### src/rtl/firebird7_in_gate2_ijtag_scan_driver_if.sv
// Command/response bus of the IJTAG scan driver.
//   cmd_valid/cmd_ready : request handshake, accepted on posedge when both are 1
//   cmd_len             : number of bits to shift
//   cmd_wdata           : scan-in data, bit 0 shifted first
//   cmd_update          : issue an update cycle after the shift
//   cmd_netrst          : network-reset command (other fields ignored)
//   rsp_valid           : one-cycle completion pulse
//   rsp_rdata           : captured scan-out data, held until the next completion
interface firebird7_in_gate2_ijtag_scan_driver_if #(
  parameter int unsigned DATA_W = 32,
  parameter int unsigned LEN_W  = 6
);
  logic              cmd_valid;
  logic              cmd_ready;
  logic [LEN_W-1:0]  cmd_len;
  logic [DATA_W-1:0] cmd_wdata;
  logic              cmd_update;
  logic              cmd_netrst;
  logic              rsp_valid;
  logic [DATA_W-1:0] rsp_rdata;

  modport master (
    output cmd_valid, cmd_len, cmd_wdata, cmd_update, cmd_netrst,
    input  cmd_ready, rsp_valid, rsp_rdata
  );

  modport slave (
    input  cmd_valid, cmd_len, cmd_wdata, cmd_update, cmd_netrst,
    output cmd_ready, rsp_valid, rsp_rdata
  );
endinterface

### src/rtl/firebird7_in_gate2_ijtag_scan_driver.sv
// IJTAG scan driver: turns a command (shift length, scan-in data, optional update, or a
// network reset) into capture/shift/update control sequences on an IJTAG network and
// returns the scan-out data.
//   ijtag_tck       : sole clock, all state changes on posedge
//   ijtag_reset     : synchronous active-high reset
//   bus             : command/response bus (slave side)
//   ijtag_sel/ce/se/ue/si : registered network controls and scan-in
//   ijtag_to_reset  : registered active-low network reset to downstream SIBs/TDRs
//   ijtag_so        : scan-out from the network
module firebird7_in_gate2_ijtag_scan_driver #(
  parameter int unsigned DATA_W = 32,
  parameter int unsigned LEN_W  = 6
) (
  input  logic ijtag_tck,
  input  logic ijtag_reset,
  firebird7_in_gate2_ijtag_scan_driver_if.slave bus,
  output logic ijtag_sel,
  output logic ijtag_ce,
  output logic ijtag_se,
  output logic ijtag_ue,
  output logic ijtag_si,
  output logic ijtag_to_reset,
  input  logic ijtag_so
);

  localparam int unsigned    IdxW   = (DATA_W > 1) ? $clog2(DATA_W) : 1;
  localparam logic [LEN_W-1:0] MaxLen = LEN_W'(DATA_W);

  typedef enum logic [2:0] {
    StIdle, StNetrst, StCapture, StShift, StUpdate, StDone
  } state_e;

  state_e            state_q, state_d;
  logic [LEN_W-1:0]  len_q, len_d;
  logic [LEN_W-1:0]  cnt_q, cnt_d;
  logic              upd_q, upd_d;
  logic [DATA_W-1:0] wd_q, wd_d;
  logic [DATA_W-1:0] cap_q, cap_d;

  // Output registers, loaded from the next-state decode so every output is a flop.
  logic              ready_q, ready_d;
  logic              rvalid_q, rvalid_d;
  logic [DATA_W-1:0] rdata_q, rdata_d;
  logic              sel_q, sel_d, ce_q, ce_d, se_q, se_d, ue_q, ue_d, si_q, si_d;
  logic              torst_q, torst_d;

  logic              accept;
  logic [IdxW-1:0]   idx;

  assign accept = bus.cmd_valid & ready_q;
  assign idx    = cnt_q[IdxW-1:0];

  always_comb begin
    state_d = state_q;
    len_d   = len_q;
    cnt_d   = cnt_q;
    upd_d   = upd_q;
    wd_d    = wd_q;
    cap_d   = cap_q;
    unique case (state_q)
      StIdle: begin
        if (accept) begin
          cnt_d = '0;
          cap_d = '0;
          if (bus.cmd_netrst) begin
            state_d = StNetrst;
          end else begin
            len_d   = (bus.cmd_len > MaxLen) ? MaxLen : bus.cmd_len;
            upd_d   = bus.cmd_update;
            wd_d    = bus.cmd_wdata;
            state_d = StCapture;
          end
        end
      end
      StNetrst: begin
        // Network reset is held for two cycles, counted in cnt_q.
        if (cnt_q == LEN_W'(1)) state_d = StDone;
        else                    cnt_d   = cnt_q + LEN_W'(1);
      end
      StCapture: begin
        if (len_q != '0)  state_d = StShift;
        else if (upd_q)   state_d = StUpdate;
        else              state_d = StDone;
      end
      StShift: begin
        cap_d[idx] = ijtag_so;
        wd_d       = wd_q >> 1;
        cnt_d      = cnt_q + LEN_W'(1);
        if (cnt_q == len_q - LEN_W'(1)) state_d = upd_q ? StUpdate : StDone;
      end
      StUpdate: state_d = StDone;
      StDone:   state_d = StIdle;
      default:  state_d = StIdle;
    endcase
  end

  always_comb begin
    ready_d  = (state_d == StIdle);
    rvalid_d = (state_d == StDone);
    ce_d     = (state_d == StCapture);
    se_d     = (state_d == StShift);
    ue_d     = (state_d == StUpdate);
    sel_d    = ce_d | se_d | ue_d;
    torst_d  = (state_d != StNetrst);
    // wd_q holds wdata >> k during shift cycle k, so the next bit is wd_q[1] mid-shift
    // and wd_q[0] when entering shift from capture.
    si_d     = 1'b0;
    if (state_d == StShift) si_d = (state_q == StShift) ? wd_q[1] : wd_q[0];
    // cap_d already includes the bit sampled at the edge that enters DONE.
    rdata_d  = (state_d == StDone) ? cap_d : rdata_q;
  end

  always_ff @(posedge ijtag_tck) begin
    if (ijtag_reset) begin
      state_q  <= StIdle;
      len_q    <= '0;
      cnt_q    <= '0;
      upd_q    <= 1'b0;
      wd_q     <= '0;
      cap_q    <= '0;
      ready_q  <= 1'b1;
      rvalid_q <= 1'b0;
      rdata_q  <= '0;
      sel_q    <= 1'b0;
      ce_q     <= 1'b0;
      se_q     <= 1'b0;
      ue_q     <= 1'b0;
      si_q     <= 1'b0;
      torst_q  <= 1'b0;
    end else begin
      state_q  <= state_d;
      len_q    <= len_d;
      cnt_q    <= cnt_d;
      upd_q    <= upd_d;
      wd_q     <= wd_d;
      cap_q    <= cap_d;
      ready_q  <= ready_d;
      rvalid_q <= rvalid_d;
      rdata_q  <= rdata_d;
      sel_q    <= sel_d;
      ce_q     <= ce_d;
      se_q     <= se_d;
      ue_q     <= ue_d;
      si_q     <= si_d;
      torst_q  <= torst_d;
    end
  end

  assign bus.cmd_ready  = ready_q;
  assign bus.rsp_valid  = rvalid_q;
  assign bus.rsp_rdata  = rdata_q;
  assign ijtag_sel      = sel_q;
  assign ijtag_ce       = ce_q;
  assign ijtag_se       = se_q;
  assign ijtag_ue       = ue_q;
  assign ijtag_si       = si_q;
  assign ijtag_to_reset = torst_q;

endmodule

### src/flat_wrapper.sv
// flat-port wrapper written by rule: the top's interface ports become plain ports
module firebird7_in_gate2_ijtag_scan_driver_flat 
#(
  parameter int unsigned DATA_W = 32,
  parameter int unsigned LEN_W  = 6
)
  (ijtag_tck, ijtag_reset, ijtag_sel, ijtag_ce, ijtag_se, ijtag_ue, ijtag_si, ijtag_to_reset, ijtag_so, bus_cmd_valid, bus_cmd_len, bus_cmd_wdata, bus_cmd_update, bus_cmd_netrst, bus_cmd_ready, bus_rsp_valid, bus_rsp_rdata);
  firebird7_in_gate2_ijtag_scan_driver_if #(.DATA_W(DATA_W), .LEN_W(LEN_W)) bus_i ();
  input  logic ijtag_tck;
  input  logic ijtag_reset;
  output logic ijtag_sel;
  output logic ijtag_ce;
  output logic ijtag_se;
  output logic ijtag_ue;
  output logic ijtag_si;
  output logic ijtag_to_reset;
  input  logic ijtag_so;
  input wire logic [$bits(bus_i.cmd_valid)-1:0] bus_cmd_valid;
  input wire logic [$bits(bus_i.cmd_len)-1:0] bus_cmd_len;
  input wire logic [$bits(bus_i.cmd_wdata)-1:0] bus_cmd_wdata;
  input wire logic [$bits(bus_i.cmd_update)-1:0] bus_cmd_update;
  input wire logic [$bits(bus_i.cmd_netrst)-1:0] bus_cmd_netrst;
  output wire logic [$bits(bus_i.cmd_ready)-1:0] bus_cmd_ready;
  output wire logic [$bits(bus_i.rsp_valid)-1:0] bus_rsp_valid;
  output wire logic [$bits(bus_i.rsp_rdata)-1:0] bus_rsp_rdata;
  assign bus_i.cmd_valid = bus_cmd_valid;
  assign bus_i.cmd_len = bus_cmd_len;
  assign bus_i.cmd_wdata = bus_cmd_wdata;
  assign bus_i.cmd_update = bus_cmd_update;
  assign bus_i.cmd_netrst = bus_cmd_netrst;
  assign bus_cmd_ready = bus_i.cmd_ready;
  assign bus_rsp_valid = bus_i.rsp_valid;
  assign bus_rsp_rdata = bus_i.rsp_rdata;
  firebird7_in_gate2_ijtag_scan_driver #(.DATA_W(DATA_W), .LEN_W(LEN_W)) u_core (.ijtag_tck(ijtag_tck), .ijtag_reset(ijtag_reset), .bus(bus_i), .ijtag_sel(ijtag_sel), .ijtag_ce(ijtag_ce), .ijtag_se(ijtag_se), .ijtag_ue(ijtag_ue), .ijtag_si(ijtag_si), .ijtag_to_reset(ijtag_to_reset), .ijtag_so(ijtag_so));
endmodule
### config.mk
export PLATFORM = sky130hd
export DESIGN_NAME = firebird7_in_gate2_ijtag_scan_driver_flat
export DESIGN_NICKNAME = d
export VERILOG_FILES = /design/src/rtl/firebird7_in_gate2_ijtag_scan_driver_if.sv /design/src/rtl/firebird7_in_gate2_ijtag_scan_driver.sv /design/src/flat_wrapper.sv
export SDC_FILE = /design/constraint.sdc
export NUM_CORES = 1
export LEC_CHECK = 0
export CORE_ASPECT_RATIO = 1.1
export CORE_MARGIN = 2
export CORE_UTILIZATION = 55
export DETAILED_ROUTE_END_ITERATION = 10
export GPL_TIMING_DRIVEN = 0
export HOLD_SLACK_MARGIN = 0.02
export PLACE_DENSITY = 0.82
export SLEW_MARGIN = 10
export SYNTH_ARGS = -nofsm -noshare
export SYNTH_HDL_FRONTEND = slang
export SYNTH_SLANG_ARGS = --single-unit
### constraint.sdc
create_clock -name ijtag_tck -period 7.4 [get_ports ijtag_tck]
set_input_delay 1.11 -clock ijtag_tck [delete_from_list [all_inputs] [get_ports ijtag_tck]]
set_output_delay 1.11 -clock ijtag_tck [all_outputs]
set_load 0.01 [all_outputs]
==> impl_metrics.env, run 1 <==
export IMPL_antenna_found_initial=0
export IMPL_cts_hold_buf=0
export IMPL_hold_violations=0
export IMPL_path_clk_slew_ns=0.06
export IMPL_start_util_pct=56.6
export IMPL_wl_per_cell_microns=16.0
export IMPL_hold_end="u_core.cap_q[29]"
export IMPL_placed_cells_incl_taps=828
export IMPL_fin_cells=860
export IMPL_cts_htree_levels=4
export IMPL_route_detailed_drc=0
export IMPL_critPathTopFamily="buffers and inverters"
export IMPL_hp_start="u_core.cap_q[29]"
export IMPL_grt_usage_pct=26.7
export IMPL_fp_dieH_microns=107
export IMPL_cts_resized=0
export IMPL_synth_seq_area_share_pct=45.2
export IMPL_fmax_mhz=342
export IMPL_portBuffers=82
export IMPL_critPathLaunchType="primary input"
export IMPL_synth_flop_cell="dfxtp_1"
export IMPL_worst_ep_required_time_ns=7.83
export IMPL_cpPeakStageDelay_ns=0.54
export IMPL_cts_setup_buffers=0
export IMPL_dp_hpwl_mm=8.96
export IMPL_grt_pass1_vias=5047
export IMPL_nFillCells=689
export IMPL_r2r_end="u_core.bus.rsp_rdata[24]"
export IMPL_critPathBufInv=2
export IMPL_cp_cell_sequence="clkdlybuf4s50_1 > nand4bb_1 > o21a_1 > nor2_1 > clkbuf_1 > nor2_1 > a311oi_1"
export IMPL_worstSetupEndpointType="register"
export IMPL_maxSlewHeadroom_pct=43.0
export IMPL_dieArea_sq_um=10500
export IMPL_status="finished, final reports clean"
export IMPL_power_leakage_uw=0.00261
export IMPL_drive_gt1_share_pct=6.19
export IMPL_synth_edf_count=0
export IMPL_clockBufferDepth=2
export IMPL_yosys_area_top_type_share_pct=45.2
export IMPL_synth_top_area_cell="dfxtp_1"
export IMPL_synth_cell_types=46
export IMPL_placeableCoreArea_sq_um=9400
export IMPL_hold_ws_ns=0.476
export IMPL_final_area_sq_um=6890
export IMPL_worstHoldPathCells=2
export IMPL_dr_pass1_iters=5
export IMPL_tightestPinTransition_ns=0.853
export IMPL_gp_congestion=0.816
export IMPL_rr_worst_depth=8
export IMPL_fin_crit_sh_pct=39.6
export IMPL_fin_crit_ns=2.93
export IMPL_num_io_pins=84
export IMPL_grt_pass1_wl_mm=22.8
export IMPL_synth_nets=679
export IMPL_drt_iter0_drc=337
export IMPL_grt_overflow=0
export IMPL_wirelength_mm=13.8
export IMPL_synth_area_sq_um=5320
export IMPL_vias=5003
export IMPL_r2r_start="u_core.cnt_q[0]"
export IMPL_die_w_microns=97.8
export IMPL_finalNetCount=780
export IMPL_synth_area_leaders="dfxtp_1 (45%), a21oi_1 (7.3%), nand2_1 (7.3%)"
export IMPL_rows=37
export IMPL_num_antenna_cells=0
export IMPL_powerDensity_nw_per_um2=275
export IMPL_avgSynthCellArea_sq_um=8.45
export IMPL_cts_sinks=120
export IMPL_yosys_warnings=0
export IMPL_max_cap_viol_count=0
export IMPL_ys_ff_latch=120
export IMPL_slew_viol_final=0
export IMPL_cts_tree="yes"
export IMPL_clock_latency_ns=0.53
export IMPL_cp_common_cell="nor2_1"
export IMPL_r2r_setup_slack_ns=4.85
export IMPL_grt_max_degree=17
export IMPL_cts_root_buf="clkbuf_8"
export IMPL_crit_slowest_cell="clkdlybuf4s50_1"
export IMPL_via_per_inst=5.82
export IMPL_cts_buffers=17
export IMPL_peakVddDrop_mv=0.154
export IMPL_area_growth_pct=29.6
export IMPL_layout_commonest_cell="dfxtp_1"
export IMPL_drtAntennaViolNets=0
export IMPL_rsz0062_at_grt="no"
export IMPL_postPlaceCellArea_sq_um=6280
export IMPL_skew_ns=0.0111
export IMPL_cp_arrival_ns=3.36
export IMPL_final_cell_mix="dfxtp_1 (120), nand2_1 (103), clkdlybuf4s50_1 (82), a21oi_1 (78), clkbuf_1 (52)"
export IMPL_critical_path_class="primary input to register"
export IMPL_fin_tns_setup_ns=0
export IMPL_holdCritPathClass="register to register"
export IMPL_finalSetupViolCount=0
export IMPL_path_max_fanout=10
export IMPL_async_flop_share_pct=0
export IMPL_power_total_uw=1900
export IMPL_syn_inst=629
-- where the power goes --
group          switching, uW  internal (uW)
clock                    300            539
combinational            199            139
sequential              30.0            690
-- worst reg2reg max path: cells and delay by family, from the launching register on --
kind	cells	cell delay [ns]
AO/OA/AOI/OAI	3	0.48
adder cells (fa/ha/maj)	1	0.20
buffers and inverters	2	0.63
flip-flops	1	0.51
multiplexers	1	0.32
AND/OR/NAND/NOR	1	0.28
-- area by class of cell --
type,instances,area (sq um),share of cell area [%]
buffer,56,233,3.38
clock buffer,21,459,6.66
clock inverter,11,146,2.12
inverter,9,33.8,0.490
multi-input combinational,444,2650,38.4
sequential,120,2400,34.9
tap,117,146,2.12
timing repair buffer,82,821,11.9
-- Yosys cell counts (3+ instances only) --
cell type	n
mux2_2	3
nor2b_1	36
a211oi_1	4
and3_1	5
o21ai_0	35
ha_1	6
a311oi_1	30
a21oi_1	78
mux2_1	28
nand3_1	5
clkbuf_1	51
a31oi_1	3
xnor2_1	7
and3b_1	4
nor3b_1	5
or3_1	3
dfxtp_1	120
nor3_1	5
nor2_1	46
inv_1	9
xor2_1	3
nand2_1	103
nand3b_1	6
buf_6	3
or2_2	3
mux2i_1	3
-- per-stage QoR --
stage / worst slack [ns] / util [%]
6_report: 4.47 / 73.3
3_5_place_dp: 4.03 / 66.9
2_1_floorplan: 5.01 / -
3_3_place_gp: 4.12 / 66.9
5_1_grt: 4.33 / 73.3
4_1_cts: 4.52 / 73.3
-- state kept, by name, indices dropped and copies added (netlist names), 3 cells and up --
signal and count:
u_core.len_q 6, u_core.cap_q 32, u_core.state_q 3, u_core.cnt_q 6
u_core.wd_q 32, u_core.bus.rsp_rdata 32
-- kinds of logic after synthesis --
group / after synthesis / synth area share, %
xor+xnor: 10 / 1.65
compound gates: 162 / 18.5
flops: 120 / 45.2
mux: 36 / 7.69
buf+inv: 65 / 5.01
simple gates: 230 / 20.5
fa+ha+maj: 6 / 1.41
-- routing by layer --
layer / vias to the layer above / track usage [%] / routed length, microns
met5: - / 0 / 0
met4: 0 / 13.4 / 380
met3: 39 / 5.74 / 802
met2: 220 / 45.4 / 6970
met1: 2363 / 32.1 / 5610
li1: 2381 / - / -
-- how the worst max path moves through the flow --
stage	startpoint	depth (start not counted)	slack (ns)	endpoint
after floorplan	bus_cmd_valid	6	5.01	u_core.wd_q[10]
after global placement	bus_cmd_valid	7	4.12	u_core.wd_q[13]
after detailed placement	bus_cmd_valid	7	4.03	u_core.wd_q[30]
after CTS	bus_cmd_valid	7	4.52	u_core.wd_q[4]
after global routing	bus_cmd_valid	7	4.33	u_core.wd_q[4]
final	bus_cmd_valid	7	4.47	u_core.wd_q[25]
(Power assumes the default switching activity.)
==> inputs of run 2 (changes only) <==
Settings changed: CORE_UTILIZATION 55 to 48, PLACE_DENSITY 0.82 to 0.75.
Clock period 7.4 ns to 2.6 ns, I/O delays scaled along.
==> impl_metrics.env, run 2 (synthesis gave the netlist of run 1 again) <==
export IMPL_layout_commonest_cell="dfxtp_1"
export IMPL_holdCritPathClass="register to register"
export IMPL_fmax_mhz=397
export IMPL_p_clk_share_pct=45.8
export IMPL_maxSlewHeadroom_pct=49.0
export IMPL_switching_share_pct=25.8
export IMPL_area_growth_pct=31.1
export IMPL_fin_crit_sh_pct=97.0
export IMPL_clock_latency_ns=0.42
export IMPL_slew_viol_final=0
export IMPL_placeableCoreArea_sq_um=10900
export IMPL_drt_iter0_drc=271
export IMPL_start_util_pct=49.0
export IMPL_wl_per_cell_microns=15.0
export IMPL_critPathLaunchType="register"
export IMPL_via_per_inst=5.42
export IMPL_vias=4822
export IMPL_antenna_found_initial=0
export IMPL_grt_overflow=0
export IMPL_drive_gt1_share_pct=6.47
export IMPL_route_detailed_drc=0
export IMPL_portBuffers=82
export IMPL_final_cell_mix="dfxtp_1 (117), nand2_1 (103), clkdlybuf4s50_1 (82), a21oi_1 (78), clkbuf_1 (54)"
export IMPL_tightestPinTransition_ns=0.763
export IMPL_power_leakage_uw=0.00263
export IMPL_cts_hold_buf=0
export IMPL_cts_htree_levels=4
export IMPL_grt_usage_pct=22.7
export IMPL_final_area_sq_um=6970
export IMPL_switchingPower_uw=1430
export IMPL_dp_hpwl_mm=9.01
export IMPL_rows=40
export IMPL_clockBufferDepth=2
export IMPL_path_clk_slew_ns=0.05
export IMPL_dieArea_sq_um=11900
export IMPL_fin_ws_ns=0.0779
export IMPL_die_w_microns=104
export IMPL_cts_buffers=17
export IMPL_fp_dieH_microns=114
export IMPL_finalSetupViolCount=0
export IMPL_hold_violations=0
export IMPL_max_cap_viol_count=0
export IMPL_dr_pass1_iters=5
export IMPL_multi_input_comb_area_sq_um=2660
export IMPL_final_core_util_pct=64.2
export IMPL_fin_crit_ns=2.52
export IMPL_grt_max_degree=17
export IMPL_finalNetCount=779
export IMPL_critical_path_class="register to register"
export IMPL_nFillCells=913
export IMPL_rsz0062_at_grt="yes"
export IMPL_pwr_share_seq_pct=37.0
export IMPL_gp_congestion=0.864
export IMPL_regArea_sq_um=2410
export IMPL_power_total_uw=5540
export IMPL_worstSetupEndpointType="register"
export IMPL_status="finished, final reports clean"
export IMPL_grt_pass1_wl_mm=21.7
export IMPL_p_int_uw=4110
export IMPL_powerDensity_nw_per_um2=794
export IMPL_cp_arrival_ns=2.82
export IMPL_skew_ns=0.00721
export IMPL_grt_pass1_vias=4691
export IMPL_num_io_pins=84
export IMPL_pwr_share_comb_pct=17.2
export IMPL_place_ws_ns=-0.0614
export IMPL_wirelength_mm=13.3
export IMPL_cts_sinks=120
export IMPL_peakVddDrop_mv=0.461
export IMPL_num_antenna_cells=0
export IMPL_placed_cells_incl_taps=858
export IMPL_fin_cells=889
export IMPL_worst_ep_required_time_ns=2.90
export IMPL_postPlaceCellArea_sq_um=6320
export IMPL_path_max_fanout=10
export IMPL_cts_tree="yes"
export IMPL_drtAntennaViolNets=0
export IMPL_cts_root_buf="clkbuf_16"
## run 2: changes by cell type in the layout (fill, tap and decap cells not counted), sizes merged
cell,delta
clkinvlp,-1
clkinv,-4
clkbuf,+2
bufinv,+2
## run 2: routing by layer
layer | track usage (%) | up-vias | wire (microns)
met1 | 26.9 | 2267 | 5810
met5 | 0 | - | 0
met2 | 39.0 | 154 | 6570
met3 | 6.03 | 28 | 698
li1 | - | 2373 | -
met4 | 9.55 | 0 | 255
## run 2: path summary, 6_finish.rpt
kind | startpoint | end | slack (ns) | cells past startpoint
min | u_core.cap_q[11] | u_core.cap_q[11] | 0.47 | 2
max reg2reg | u_core.len_q[2] | u_core.bus.rsp_rdata[0] | 0.08 | 6
min reg2reg | u_core.cap_q[11] | u_core.cap_q[11] | 0.47 | 2
max | u_core.len_q[2] | u_core.bus.rsp_rdata[0] | 0.08 | 6
## run 2: power by group through the flow
stage          Sequential (uW)  Combinational, uW  Clock, uW
6_report                  2050                953       2530
5_1_grt                   2060               1050       2640
4_1_cts                   2050                943       2560
3_5_place_dp              2080                931          0
3_3_place_gp              2080                904          0
2_1_floorplan             2070                651          0
## run 2: metrics by stage
step	hold WS [ns]	TNS [ns]
global route	0.502	-0.0326
finish	0.473	0
CTS	0.474	0
global placement	0.461	0
floorplan	0.447	0
detailed placement	0.467	-0.329
## run 2: worst max-delay path, stage by stage (launching register included)
cell and delay (ns):
dfxtp_2 0.34, or3_4 0.40, or4_1 0.48, a211o_1 0.34, o31a_4 0.35, buf_6 0.17
mux2_1 0.32
## run 2: final cells by class
cell class | instances | area share, %
plain buffers | 55 | 3.30
inverters | 9 | 0.484
well taps | 147 | 2.64
clock inverters | 8 | 2.40
clock buffers | 24 | 6.76
multi-input cells | 444 | 38.1
flip-flops and latches | 120 | 34.5
repair buffers | 82 | 11.8
## run 2: timing repair
action,CTS,global route
buffers inserted,0,0
setup endpoints to repair,0,51
hold endpoints to repair,0,0
gates resized for setup,0,7
==> inputs of run 3 (changes only) <==
Settings changed: ABC_AREA set to 1, CORE_UTILIZATION 48 to 45, PLACE_DENSITY 0.75 to 0.71.
==> impl_metrics.env, run 3 <==
export IMPL_synthAdderAreaFrac_pct=1.38
export IMPL_cts_setup_buffers=0
export IMPL_crit_slowest_cell="dfxtp_1"
export IMPL_rows=42
export IMPL_dieArea_sq_um=13000
export IMPL_skew_ns=0.0108
export IMPL_synthXorXnorAreaFrac_pct=0.161
export IMPL_cts_buffers=17
export IMPL_yosys_warnings=0
export IMPL_die_w_microns=109
export IMPL_fin_crit_ns=2.33
export IMPL_layout_commonest_cell="nand2_1"
export IMPL_grt_pass1_vias=5064
export IMPL_cpPeakStageDelay_ns=0.37
export IMPL_cp_cell_sequence="inv_1 > ha_1 > inv_1 > nand2_1 > nand2_1 > nor2_1 > nand2_1 > nor2_2 > nand3_1 > nand2_1 > nand3_4 > inv_2 > buf_4 > nand3_1 > nand2_1 > nor2_1"
export IMPL_antenna_found_initial=0
export IMPL_grt_max_degree=17
export IMPL_cts_resized=0
export IMPL_via_per_inst=5.27
export IMPL_power_leakage_uw=0.00286
export IMPL_grt_overflow=0
export IMPL_synth_nets=804
export IMPL_nFillCells=1131
export IMPL_grt_usage_pct=23.1
export IMPL_maxSlewHeadroom_pct=58.0
export IMPL_critPathLaunchType="register"
export IMPL_fin_cells=1019
export IMPL_wl_per_cell_microns=14.1
export IMPL_synth_area_sq_um=5430
export IMPL_async_flop_share_pct=0
export IMPL_grt_pass1_wl_mm=23.5
export IMPL_critPathTopFamily="simple AND/OR/NAND/NOR gates"
export IMPL_cts_hold_buf=0
export IMPL_yosys_area_top_type_share_pct=44.3
export IMPL_num_antenna_cells=0
export IMPL_synth_edf_count=0
export IMPL_worstSetupEndpointType="register"
export IMPL_path_max_fanout=10
export IMPL_portBuffers=82
export IMPL_critical_path_class="register to register"
export IMPL_cts_sinks=120
export IMPL_drtAntennaViolNets=0
export IMPL_path_clk_slew_ns=0.05
export IMPL_ys_ff_latch=120
export IMPL_clockBufferDepth=2
export IMPL_synthSimpleGateAreaFrac_pct=29.6
export IMPL_peakVddDrop_mv=0.424
export IMPL_fin_crit_sh_pct=89.6
export IMPL_syn_inst=754
export IMPL_route_detailed_drc=0
export IMPL_finalNetCount=905
export IMPL_cp_common_cell="nand2_1"
export IMPL_area_growth_pct=28.1
export IMPL_fmax_mhz=429
export IMPL_dr_pass1_iters=5
export IMPL_worst_ep_required_time_ns=2.91
export IMPL_synth_flop_cell="dfxtp_1"
export IMPL_synth_top_family_by_area="simple AND/OR/NAND/NOR gates"
export IMPL_tightestPinTransition_ns=0.630
export IMPL_critPathBufInv=4
export IMPL_slew_viol_final=0
export IMPL_rsz0062_at_grt="no"
export IMPL_max_cap_viol_count=0
export IMPL_wirelength_mm=14.4
export IMPL_hold_violations=0
export IMPL_fin_tns_setup_ns=0
export IMPL_clock_latency_ns=0.42
export IMPL_holdCritPathClass="primary input to register"
export IMPL_powerDensity_nw_per_um2=974
export IMPL_dp_hpwl_mm=10.5
export IMPL_power_total_uw=6770
export IMPL_placeableCoreArea_sq_um=11900
export IMPL_drt_iter0_drc=241
export IMPL_cts_htree_levels=4
export IMPL_avgSynthCellArea_sq_um=7.20
export IMPL_placed_cells_incl_taps=990
export IMPL_synth_compound_area_share_pct=16.9
export IMPL_synth_mux_area_share_pct=0
export IMPL_start_util_pct=45.7
export IMPL_fp_dieH_microns=119
export IMPL_drive_gt1_share_pct=9.25
export IMPL_synth_seq_area_share_pct=44.3
export IMPL_gp_congestion=0.911
export IMPL_yosysMostFrequentCell="nand2_1"
export IMPL_status="finished, final reports clean"
export IMPL_synth_area_leaders="dfxtp_1 (44%), nand2_1 (12%), nor2_1 (8.2%)"
export IMPL_synth_cell_types=37
export IMPL_final_cell_mix="nand2_1 (179), dfxtp_1 (120), nor2_1 (118), clkdlybuf4s50_1 (82), o21ai_0 (65)"
export IMPL_synth_top_area_cell="dfxtp_1"
export IMPL_finalSetupViolCount=0
export IMPL_cts_root_buf="clkbuf_16"
export IMPL_synth_common_cells="nand2_1 (179), dfxtp_1 (120), nor2_1 (118)"
export IMPL_cp_arrival_ns=2.64
export IMPL_vias=5372
export IMPL_num_io_pins=84
export IMPL_cts_tree="yes"
## run 3: cell types whose count changed in the layout (fill, tap and decap cells not counted), moves of 30 or more
cell / previous run / this run
nand2_1: 103 / 179
nor2_1: 46 / 118
nand3_1: 5 / 46
nor2b_1: 36 / 0
a21oi_1: 78 / 13
inv_1: 9 / 42
a311oi_1: 30 / 0
o21ai_0: 35 / 65
## run 3: worst register-to-register path, cell delays in order, from the launching register on
cell and delay (ns):
dfxtp_1 0.37, inv_1 0.13, ha_1 0.32, inv_1 0.04, nand2_1 0.05, nand2_1 0.04, nor2_1 0.08, nand2_1 0.08
nor2_2 0.14, nand3_1 0.10, nand2_1 0.15, nand3_4 0.13, inv_2 0.13, buf_4 0.18, nand3_1 0.14, nand2_1 0.10
nor2_1 0.04
## run 3: kinds of logic (layout without fill, tap and decap cells)
logic type                 Yosys count  count (layout)
AOI/OAI and AO/OA                  154             154
buffers and inverters               94             205
adders and majority gates            6               6
xor gates and xnor gates             1               1
and+or+nand+nor                    379             379
DFF                                120             120
## run 3: where the power goes
| group | switching [uW] | internal, uW | total, uW |
|---|---|---|---|
| logic | 1400 | 898 | 2300 |
| clock network | 787 | 1310 | 2100 |
| registers | 200 | 2170 | 2370 |
| total | 2390 | 4380 | 6770 |
## run 3: metal layers
layer  up-vias  GRT usage (%)  wire (microns)
met5         -              0               0
met4         0           8.89             271
met3        28           5.42             895
met2       189           39.5            7040
met1      2466           27.8            6150
li1       2689              -               -
## run 3: cell type report
cell class              instances  area [sq um]  area share [%]
multi-input cells             540          2610            37.5
flip-flops and latches        120          2400            34.6
repair buffers                 82           821            11.8
clock buffers                  24           462            6.64
plain buffers                  41           215            3.10
inverters                      53           199            2.86
well taps                     154           193            2.77
clock inverters                 5          50.0           0.720
## run 3: final timing paths
path	slack, ns	to	startpoint	cells past startpoint
max	0.27	u_core.bus.rsp_rdata[19]	u_core.len_q[0]	16
min	0.45	u_core.ijtag_to_reset	ijtag_reset	2
max reg2reg	0.27	u_core.bus.rsp_rdata[19]	u_core.len_q[0]	16
min reg2reg	0.48	u_core.wd_q[31]	u_core.wd_q[31]	2
## run 3: stage by stage
step	hold slack (ns)	util (%)	worst slack [ns]	area (sq um)
floorplan	0.439	-	0.679	5430
global placement	0.457	54.2	0.166	6440
detailed placement	0.463	54.2	0.126	6440
CTS	0.468	58.5	0.279	6950
global route	0.498	58.5	0.0701	6950
finish	0.453	58.5	0.270	6950
